### config.mk
export PLATFORM = sky130hd
export DESIGN_NAME = seq_chunk_adder
export DESIGN_NICKNAME = d
export VERILOG_FILES = /design/src/rtl/seq_chunk_adder.sv
export SDC_FILE = /design/constraint.sdc
export NUM_CORES = 1
export LEC_CHECK = 0
export CAP_MARGIN = 20
export CORE_MARGIN = 1.5
export CORE_UTILIZATION = 45
export CTS_CLUSTER_SIZE = 25
export DETAILED_ROUTE_END_ITERATION = 10
export PLACE_DENSITY = 0.8
export SETUP_SLACK_MARGIN = 0.15
export SLEW_MARGIN = 20
export SYNTH_ARGS = -nofsm -noshare
export SYNTH_HDL_FRONTEND = slang
export SYNTH_SLANG_ARGS = --single-unit
### constraint.sdc
create_clock -name clk -period 1.7 [get_ports clk]
set_clock_uncertainty 0.05 [all_clocks]
set_input_delay 0.255 -clock clk [delete_from_list [all_inputs] [get_ports clk]]
set_output_delay 0.255 -clock clk [all_outputs]
set_load 0.1 [all_outputs]
### src/rtl/seq_chunk_adder.sv
// Multi-cycle add/subtract unit: a WIDTH-bit operation is processed CHUNK bits per clock.
// Define SEQ_CHUNK_ADDER_OVF_EN to add the signed-overflow output ovf.
module seq_chunk_adder #(
    parameter int WIDTH = 8,
    parameter int CHUNK = 2
) (
    input  logic             clk,
    input  logic             rst_n,
    input  logic             in_valid,
    output logic             in_ready,
    input  logic [WIDTH-1:0] a,
    input  logic [WIDTH-1:0] b,
    input  logic             ci,
    input  logic             sub,
    output logic             out_valid,
    input  logic             out_ready,
    output logic [WIDTH-1:0] s,
    output logic             co
`ifdef SEQ_CHUNK_ADDER_OVF_EN
    ,
    output logic             ovf
`endif
);

    localparam int NCHUNK = WIDTH / CHUNK;
    localparam int CW     = (NCHUNK > 1) ? $clog2(NCHUNK) : 1;

    localparam logic [1:0] IDLE = 2'd0;
    localparam logic [1:0] ADD  = 2'd1;
    localparam logic [1:0] DONE = 2'd2;

    logic [1:0]       state_q, state_d;
    logic [CW-1:0]    cnt_q, cnt_d;
    logic [WIDTH-1:0] a_q, a_d;
    logic [WIDTH-1:0] b_q, b_d;
    logic             carry_q, carry_d;
    logic [WIDTH-1:0] res_q, res_d;
    logic [WIDTH-1:0] s_q, s_d;
    logic             co_q, co_d;
    logic [CHUNK:0]   chunkSum;
    logic [WIDTH-1:0] resShift;

    assign chunkSum = {1'b0, a_q[CHUNK-1:0]} + {1'b0, b_q[CHUNK-1:0]} + (CHUNK+1)'(carry_q);
    // New chunk enters at the top; after NCHUNK shifts the full sum is right-aligned.
    assign resShift = (res_q >> CHUNK) | (WIDTH'(chunkSum[CHUNK-1:0]) << (WIDTH - CHUNK));

`ifdef SEQ_CHUNK_ADDER_OVF_EN
    logic ovf_q, ovf_d;
    logic carryIntoMsb;
    assign carryIntoMsb = chunkSum[CHUNK-1] ^ a_q[CHUNK-1] ^ b_q[CHUNK-1];
`endif

    always_comb begin
        state_d = state_q;
        cnt_d   = cnt_q;
        a_d     = a_q;
        b_d     = b_q;
        carry_d = carry_q;
        res_d   = res_q;
        s_d     = s_q;
        co_d    = co_q;
`ifdef SEQ_CHUNK_ADDER_OVF_EN
        ovf_d   = ovf_q;
`endif
        case (state_q)
            IDLE: begin
                if (in_valid) begin
                    a_d     = a;
                    b_d     = sub ? ~b : b;
                    carry_d = ci ^ sub;
                    cnt_d   = '0;
                    state_d = ADD;
                end
            end
            ADD: begin
                a_d     = a_q >> CHUNK;
                b_d     = b_q >> CHUNK;
                res_d   = resShift;
                carry_d = chunkSum[CHUNK];
                cnt_d   = cnt_q + CW'(1);
                if (cnt_q == CW'(NCHUNK - 1)) begin
                    s_d     = resShift;
                    co_d    = chunkSum[CHUNK];
`ifdef SEQ_CHUNK_ADDER_OVF_EN
                    ovf_d   = carryIntoMsb ^ chunkSum[CHUNK];
`endif
                    state_d = DONE;
                end
            end
            DONE: begin
                if (out_ready) begin
                    state_d = IDLE;
                end
            end
            default: state_d = IDLE;
        endcase
    end

    always_ff @(posedge clk or negedge rst_n) begin
        if (!rst_n) begin
            state_q <= IDLE;
            cnt_q   <= '0;
            a_q     <= '0;
            b_q     <= '0;
            carry_q <= 1'b0;
            res_q   <= '0;
            s_q     <= '0;
            co_q    <= 1'b0;
`ifdef SEQ_CHUNK_ADDER_OVF_EN
            ovf_q   <= 1'b0;
`endif
        end else begin
            state_q <= state_d;
            cnt_q   <= cnt_d;
            a_q     <= a_d;
            b_q     <= b_d;
            carry_q <= carry_d;
            res_q   <= res_d;
            s_q     <= s_d;
            co_q    <= co_d;
`ifdef SEQ_CHUNK_ADDER_OVF_EN
            ovf_q   <= ovf_d;
`endif
        end
    end

    assign in_ready  = (state_q == IDLE);
    assign out_valid = (state_q == DONE);
    assign s         = s_q;
    assign co        = co_q;
`ifdef SEQ_CHUNK_ADDER_OVF_EN
    assign ovf       = ovf_q;
`endif

endmodule

==> metrics.md, run 1 <==
| Metric | Value |
|---|---|
| Clock Path Buffers | 2 |
| TritonCTS Buffers | 5 |
| Routed Antenna Nets | 0 |
| Clock root cell | clkbuf_8 |
| Starting DRT DRC Count | 41 |
| Headroom to the max-slew limit | 66.7% |
| Ys async rst share | 100% |
| Post-layout min period | 1.56 ns |
| GRT Overall Usage | 18.3% |
| Initial antenna violation count | 0 |
| DR DRC count | 0 |
| Die area | 0.00411 mm2 |
| Crit Path Class | flop to flop |
| Wire per inst | 13.4 um |
| CP delay by family, top | adder cells |
| Crit-path cells | inv_2 > fa_2 > fa_2 > o21ai_1 |
| Primary FF master, synth | dfrtp_1 |
| H-Tree Depth | 2 |
| DP Cell Count | 247 |
| Area grow syn2layout | 43.3% |
| Leakage | 0.00108 uW |
| Dpl hpwl | 2.42 mm |
| Worst path required time | 1.82 ns |
| Yosys warnings | 0 |
| Final Non-Filler Cells | 262 |
| TritonCTS clock tree | built |
| Final nets | 239 |
| Number of synthesized flops with an enable pin | 0 |
| ANT cells | 0 |
| Mapped Nets | 191 |
| Hold Buf Count CTS | 0 |
| Pwr/cell area | 1980 mW/mm2 |
| IO Pins | 33 |
| First-pass GRT wire length | 5.80 mm |
| Layer with the highest usage | met2 |
| Maxcap violations | 0 |
| Clock transition at path regs | 0.07 ns |
| CP most frequent cell | fa_2 |
| Worst setup SP type | flop |
| Die Span Y | 64.1 um |
| Post-synthesis area per instance | 10.1 um2 |
| Mapped cell area | 0.00168 mm2 |
| Maximum clock rate | 640 MHz |
| Final slew viol count | 0 |
| Area after DPL | 0.00222 mm2 |
| RSZ-0062 raised after global routing | true |
| Slowest-stage cell, CP | fa_2 |
| Most frequent cells in the layout | 34 x dfrtp_1, 33 x nand2_1, 21 x clkdlybuf4s50_1 |
| Buffers plus inverters on the worst setup path | 1 |
| Vias per std cell | 5.16 |
| Crit Path Max Fanout | 2 |
| Yosys reg bits | 36 |
| Routability congestion estimate from global placement | 0.739 |
| Worst skew pair latency | 0.29 ns |
| Crit end category | flop |
| CTS sink cnt | 36 |
| Detailed-route via count | 1,353 |
| Final worst slack | 0.138 ns |
| Sequential fraction of the synthesis area | 53.7% |
| Layout cells sized above 1 | 26.6% |
| Final period utilization | 91.9% |
| Rows | 22 |
| Worst-margin pin slew | 0.497 ns |
| Setup WS pre-CTS | -0.0600 ns |
| GRT Residual Overflow | 0 |
| GR Layer Usage met2 | 31.5% |
| Worst hold path class | primary input to async pin |
| Largest net degree at the start of global routing | 37 |
| Die Wd | 64.1 um |
| First-pass DRT Iterations | 4 |
| Final wirelength | 3.51 mm |
| Yosys cell types | 27 |
| Syn Inst Count | 166 |
| Met1 capacity usage during global routing | 21.7% |
| Final hold slack | 0.349 ns |
| Status | finished, final reports clean |
| Peak supply drop | 1230 uV |
| Core ar. | 0.00363 mm2 |
| Worst path max stage delay | 0.54 ns |
| Port Buffers | 32 |
| Final setup fails | 0 |
| Initial cell density of the core | 46.2% |
| Fin area | 0.00241 mm2 |
| Fin. Hold Viols | 0 |
| Met3 GRT Util | 5.63% |
| Vias in the first global route | 1,289 |
| Arrival time worst endpoint | 1.68 ns |
| Commonest non-fill, non-tap cell in the layout | dfrtp_1 |
| Fill cells | 287 |
==> worst reg2reg max path, stage by stage (launching register included) <==
cell     delay [ns]
dfrtp_1        0.37
inv_2          0.05
fa_2           0.38
fa_2           0.54
o21ai_1        0.06
==> layer usage <==
metal,vias to the layer above,part of all wire (%)
met4,0,1.1
met2,33,52
met1,658,43
li1,656,-
met5,-,0
met3,6,4.6
==> final cells by class <==
class / instances / area (um2) / share of cell area [%]
tap: 48 / 60.1 / 2.50
inverter: 7 / 30.0 / 1.25
sequential: 36 / 903 / 37.5
multi-input combinational: 112 / 736 / 30.6
clock buffer: 7 / 96.3 / 4.00
timing repair buffer: 52 / 581 / 24.1
==> flip-flops by register name, indices dropped and copies added (netlist names) <==
| register | flops |
|---|---|
| res_q | 6 |
| b_q | 8 |
| carry_q | 1 |
| s | 8 |
| cnt_q | 2 |
| co | 1 |
| a_q | 8 |
| state_q | 2 |
==> logic make-up after synthesis <==
group	after synthesis	synth area share [%]
AOI/OAI and AO/OA	41	15.3
muxes	7	4.62
xor gates and xnor gates	9	4.69
and+or+nand+nor	52	14.2
adders and majority gates	3	3.13
DFF	36	53.7
buffers and inverters	18	4.40
==> final timing paths <==
path | from | slack [ns] | cells past startpoint | to
worst min-delay path | rst_n | 0.35 | 2 | a_q[7]$_DFFE_PN0P_
min in group clk | res_q[2]$_DFFE_PN0P_ | 0.43 | 2 | res_q[2]$_DFFE_PN0P_
worst max-delay path | a_q[0]$_DFFE_PN0P_ | 0.14 | 4 | s[7]$_DFFE_PN0P_
max in group asynchronous | rst_n | 0.91 | 2 | state_q[1]$_DFFE_PN0P_
worst max register to register | a_q[0]$_DFFE_PN0P_ | 0.14 | 4 | s[7]$_DFFE_PN0P_
worst min register to register | res_q[2]$_DFFE_PN0P_ | 0.43 | 2 | res_q[2]$_DFFE_PN0P_
==> Yosys cell counts (2+ instances only) <==
cell type  count  area (um2)
and3b_1        2        17.5
xor2_1         2        17.5
nand2b_1       2        12.5
inv_1          7        26.3
nand2_1       33         124
nor2_1         5        18.8
a22oi_1        4        30.0
a21oi_1        8        40.0
a221o_1        2        20.0
nor2b_1        8        50.1
clkbuf_1       5        18.8
dfrtp_1       36         901
buf_2          5        25.0
xnor2_1        7        61.3
fa_1           2        40.0
o21ai_0       19        95.1
mux2_2         6        67.6
o221ai_1       4        35.0
==> power by group <==
part           internal (uW)  switching, uW  total (uW)  leakage, uW
clock network            361            286         647    0.0000503
logic                   1100           1500        2600     0.000563
registers               1220            286        1510     0.000462
==> through the flow <==
| stage | power (uW) | setup TNS (ns) | utilization [%] |
|---|---|---|---|
| global route | 5020 | 0 | 66.2 |
| global placement | 3870 | 0 | 61.2 |
| floorplan | 3050 | 0 | - |
| finish | 4760 | 0 | 66.2 |
| CTS | 4660 | 0 | 64.9 |
| detailed placement | 3940 | -0.0839 | 61.2 |
==> what timing repair did <==
| item | in CTS | in global routing |
|---|---|---|
| endpoints found under the setup margin | 17 | 13 |
| resized for setup | 5 | 7 |
| buffers inserted | 4 | 4 |
| pin swaps | 1 | 3 |
(Power assumes the default switching activity.)
==> inputs of run 2 (changes only) <==
--- a/config.mk
+++ b/config.mk
@@ -10,7 +10,7 @@
 export CORE_UTILIZATION = 45
 export CTS_CLUSTER_SIZE = 25
 export DETAILED_ROUTE_END_ITERATION = 10
-export PLACE_DENSITY = 0.8
+export PLACE_DENSITY = 0.77
 export SETUP_SLACK_MARGIN = 0.15
 export SLEW_MARGIN = 20
 export SYNTH_ARGS = -nofsm -noshare
==> constraint.sdc (replaced) <==
create_clock -name clk -period 2 [get_ports clk]
set_clock_uncertainty 0.05 [all_clocks]
set_input_delay 0.3 -clock clk [delete_from_list [all_inputs] [get_ports clk]]
set_output_delay 0.3 -clock clk [all_outputs]
set_load 0.1 [all_outputs]
==> metrics.md, run 2 (synthesis results as in run 1) <==
| Metric | Value |
|---|---|
| GRT Overall Usage | 17.6% |
| Most frequent cells in the layout | 36 x dfrtp_1, 33 x nand2_1, 21 x clkdlybuf4s50_1 |
| Largest net degree at the start of global routing | 37 |
| Fin area | 0.00216 mm2 |
| Crit end category | output port |
| Worst-margin pin slew | 0.532 ns |
| Status | finished, final reports clean |
| Layer with the highest usage | met2 |
| Cts repair resizes | 0 |
| TritonCTS Buffers | 5 |
| Dpl hpwl | 2.31 mm |
| Commonest non-fill, non-tap cell in the layout | dfrtp_1 |
| Setup_tns | 0 ns |
| Rows | 22 |
| Port Buffers | 32 |
| GRT Residual Overflow | 0 |
| Routed Antenna Nets | 0 |
| ANT cells | 0 |
| Crit Path Class | flop to output port |
| Hold Buf Count CTS | 0 |
| Layout cells sized above 1 | 15.8% |
| Worst path required time | 1.65 ns |
| Clock root cell | clkbuf_8 |
| Detailed-route via count | 1,271 |
| Clock transition at path regs | 0.07 ns |
| Arrival time worst endpoint | 1.39 ns |
| Met3 GRT Util | 5.11% |
| Initial antenna violation count | 0 |
| Final period utilization | 86.8% |
| Headroom to the max-slew limit | 64.4% |
| Worst hold path class | primary input to async pin |
| Maximum clock rate | 576 MHz |
| Core ar. | 0.00363 mm2 |
| Post-layout min period | 1.74 ns |
| Vias per std cell | 5.08 |
| Worst setup SP type | flop |
| Die Wd | 64.1 um |
| Leakage | 0.000974 uW |
| Final wirelength | 3.20 mm |
| Clock Path Buffers | 2 |
| GR Layer Usage met2 | 31.1% |
| Final slew viol count | 0 |
| Worst skew pair latency | 0.28 ns |
| Maxcap violations | 0 |
| TritonCTS clock tree | built |
| First-pass GRT wire length | 5.64 mm |
| Psw | 1650 uW |
| CTS sink cnt | 36 |
| Comb pwr share | 50.2% |
| Setup repair bufs after CTS | 0 |
| Met1 capacity usage during global routing | 21.2% |
| Die area | 0.00411 mm2 |
| Fin. Hold Viols | 0 |
| Starting DRT DRC Count | 41 |
| Crit Path Max Fanout | 14 |
| Area after DPL | 0.00207 mm2 |
| Sw Ratio | 46.3% |
| Routability congestion estimate from global placement | 0.729 |
| First-pass DRT Iterations | 4 |
| Vias in the first global route | 1,315 |
| H-Tree Depth | 2 |
| DR DRC count | 0 |
| Die Span Y | 64.1 um |
| Final nets | 226 |
| IO Pins | 33 |
| RSZ-0062 raised after global routing | false |
| Clock power share | 14.5% |
| Initial cell density of the core | 46.2% |
| Wire per inst | 12.8 um |
| Peak supply drop | 944 uV |
| Internal power | 1910 uW |
| Final setup fails | 0 |
| Area grow syn2layout | 28.6% |
| Pwr/cell area | 1650 mW/mm2 |
| Sequential share of power | 35.3% |
==> run 2: cell count changes in the layout (fill, tap and decap cells not counted), sizes merged <==
cell	change
inv	+1
clkbuf	+1
buf	-13
clkinvlp	-1
==> run 2: final cells by class <==
| cell class | instances | area [um2] |
|---|---|---|
| fill | 358 | 1470 |
| sequential | 36 | 901 |
| multi-input combinational | 112 | 712 |
| timing repair buffer | 39 | 370 |
| clock buffer | 8 | 90.1 |
| tap | 48 | 60.1 |
| inverter | 7 | 26.3 |
==> run 2: power groups by stage <==
stage                     clock, uW  combinational, uW  sequential [uW]
after CTS                       532               1810             1260
after global placement            0               1760             1250
after floorplan                   0                877             1710
final                           517               1790             1260
after detailed placement          0               1800             1270
after global routing            563               1950             1300
==> run 2: path summary, 6_finish.rpt <==
path	depth (start not counted)	to	from	slack, ns
min in group clk	2	s[6]$_DFFE_PN0P_	s[6]$_DFFE_PN0P_	0.44
max in group asynchronous	2	a_q[5]$_DFFE_PN0P_	rst_n	1.21
hold reg to reg	2	s[6]$_DFFE_PN0P_	s[6]$_DFFE_PN0P_	0.44
hold / removal	2	s[0]$_DFFE_PN0P_	rst_n	0.38
setup reg to reg	2	s[1]$_DFFE_PN0P_	state_q[0]$_DFFE_PN0P_	0.33
setup / recovery	3	in_ready	state_q[0]$_DFFE_PN0P_	0.26
==> run 2: critical path: stages (launching register included) <==
cell and delay (ns):
dfrtp_1 0.53, buf_4 0.26, nor2_4 0.13, buf_12 0.18
==> run 2: per-stage QoR <==
step | std cells | setup slack [ns] | utilization [%] | hold slack (ns) | total power, uW
floorplan | 166 | 0.322 | - | -0.0456 | 2590
global placement | 242 | 0.254 | 57.0 | 0.407 | 3010
detailed placement | 242 | 0.195 | 57.0 | 0.425 | 3070
CTS | 250 | 0.254 | 59.4 | 0.394 | 3600
global route | 250 | 0.184 | 59.4 | 0.429 | 3810
finish | 250 | 0.263 | 59.4 | 0.380 | 3560
==> run 2: routing by layer <==
metal | share of wire, % | routed length (um)
met5 | 0 | 0
met4 | 1.1 | 34
met3 | 5.4 | 173
met2 | 50 | 1580
met1 | 44 | 1410
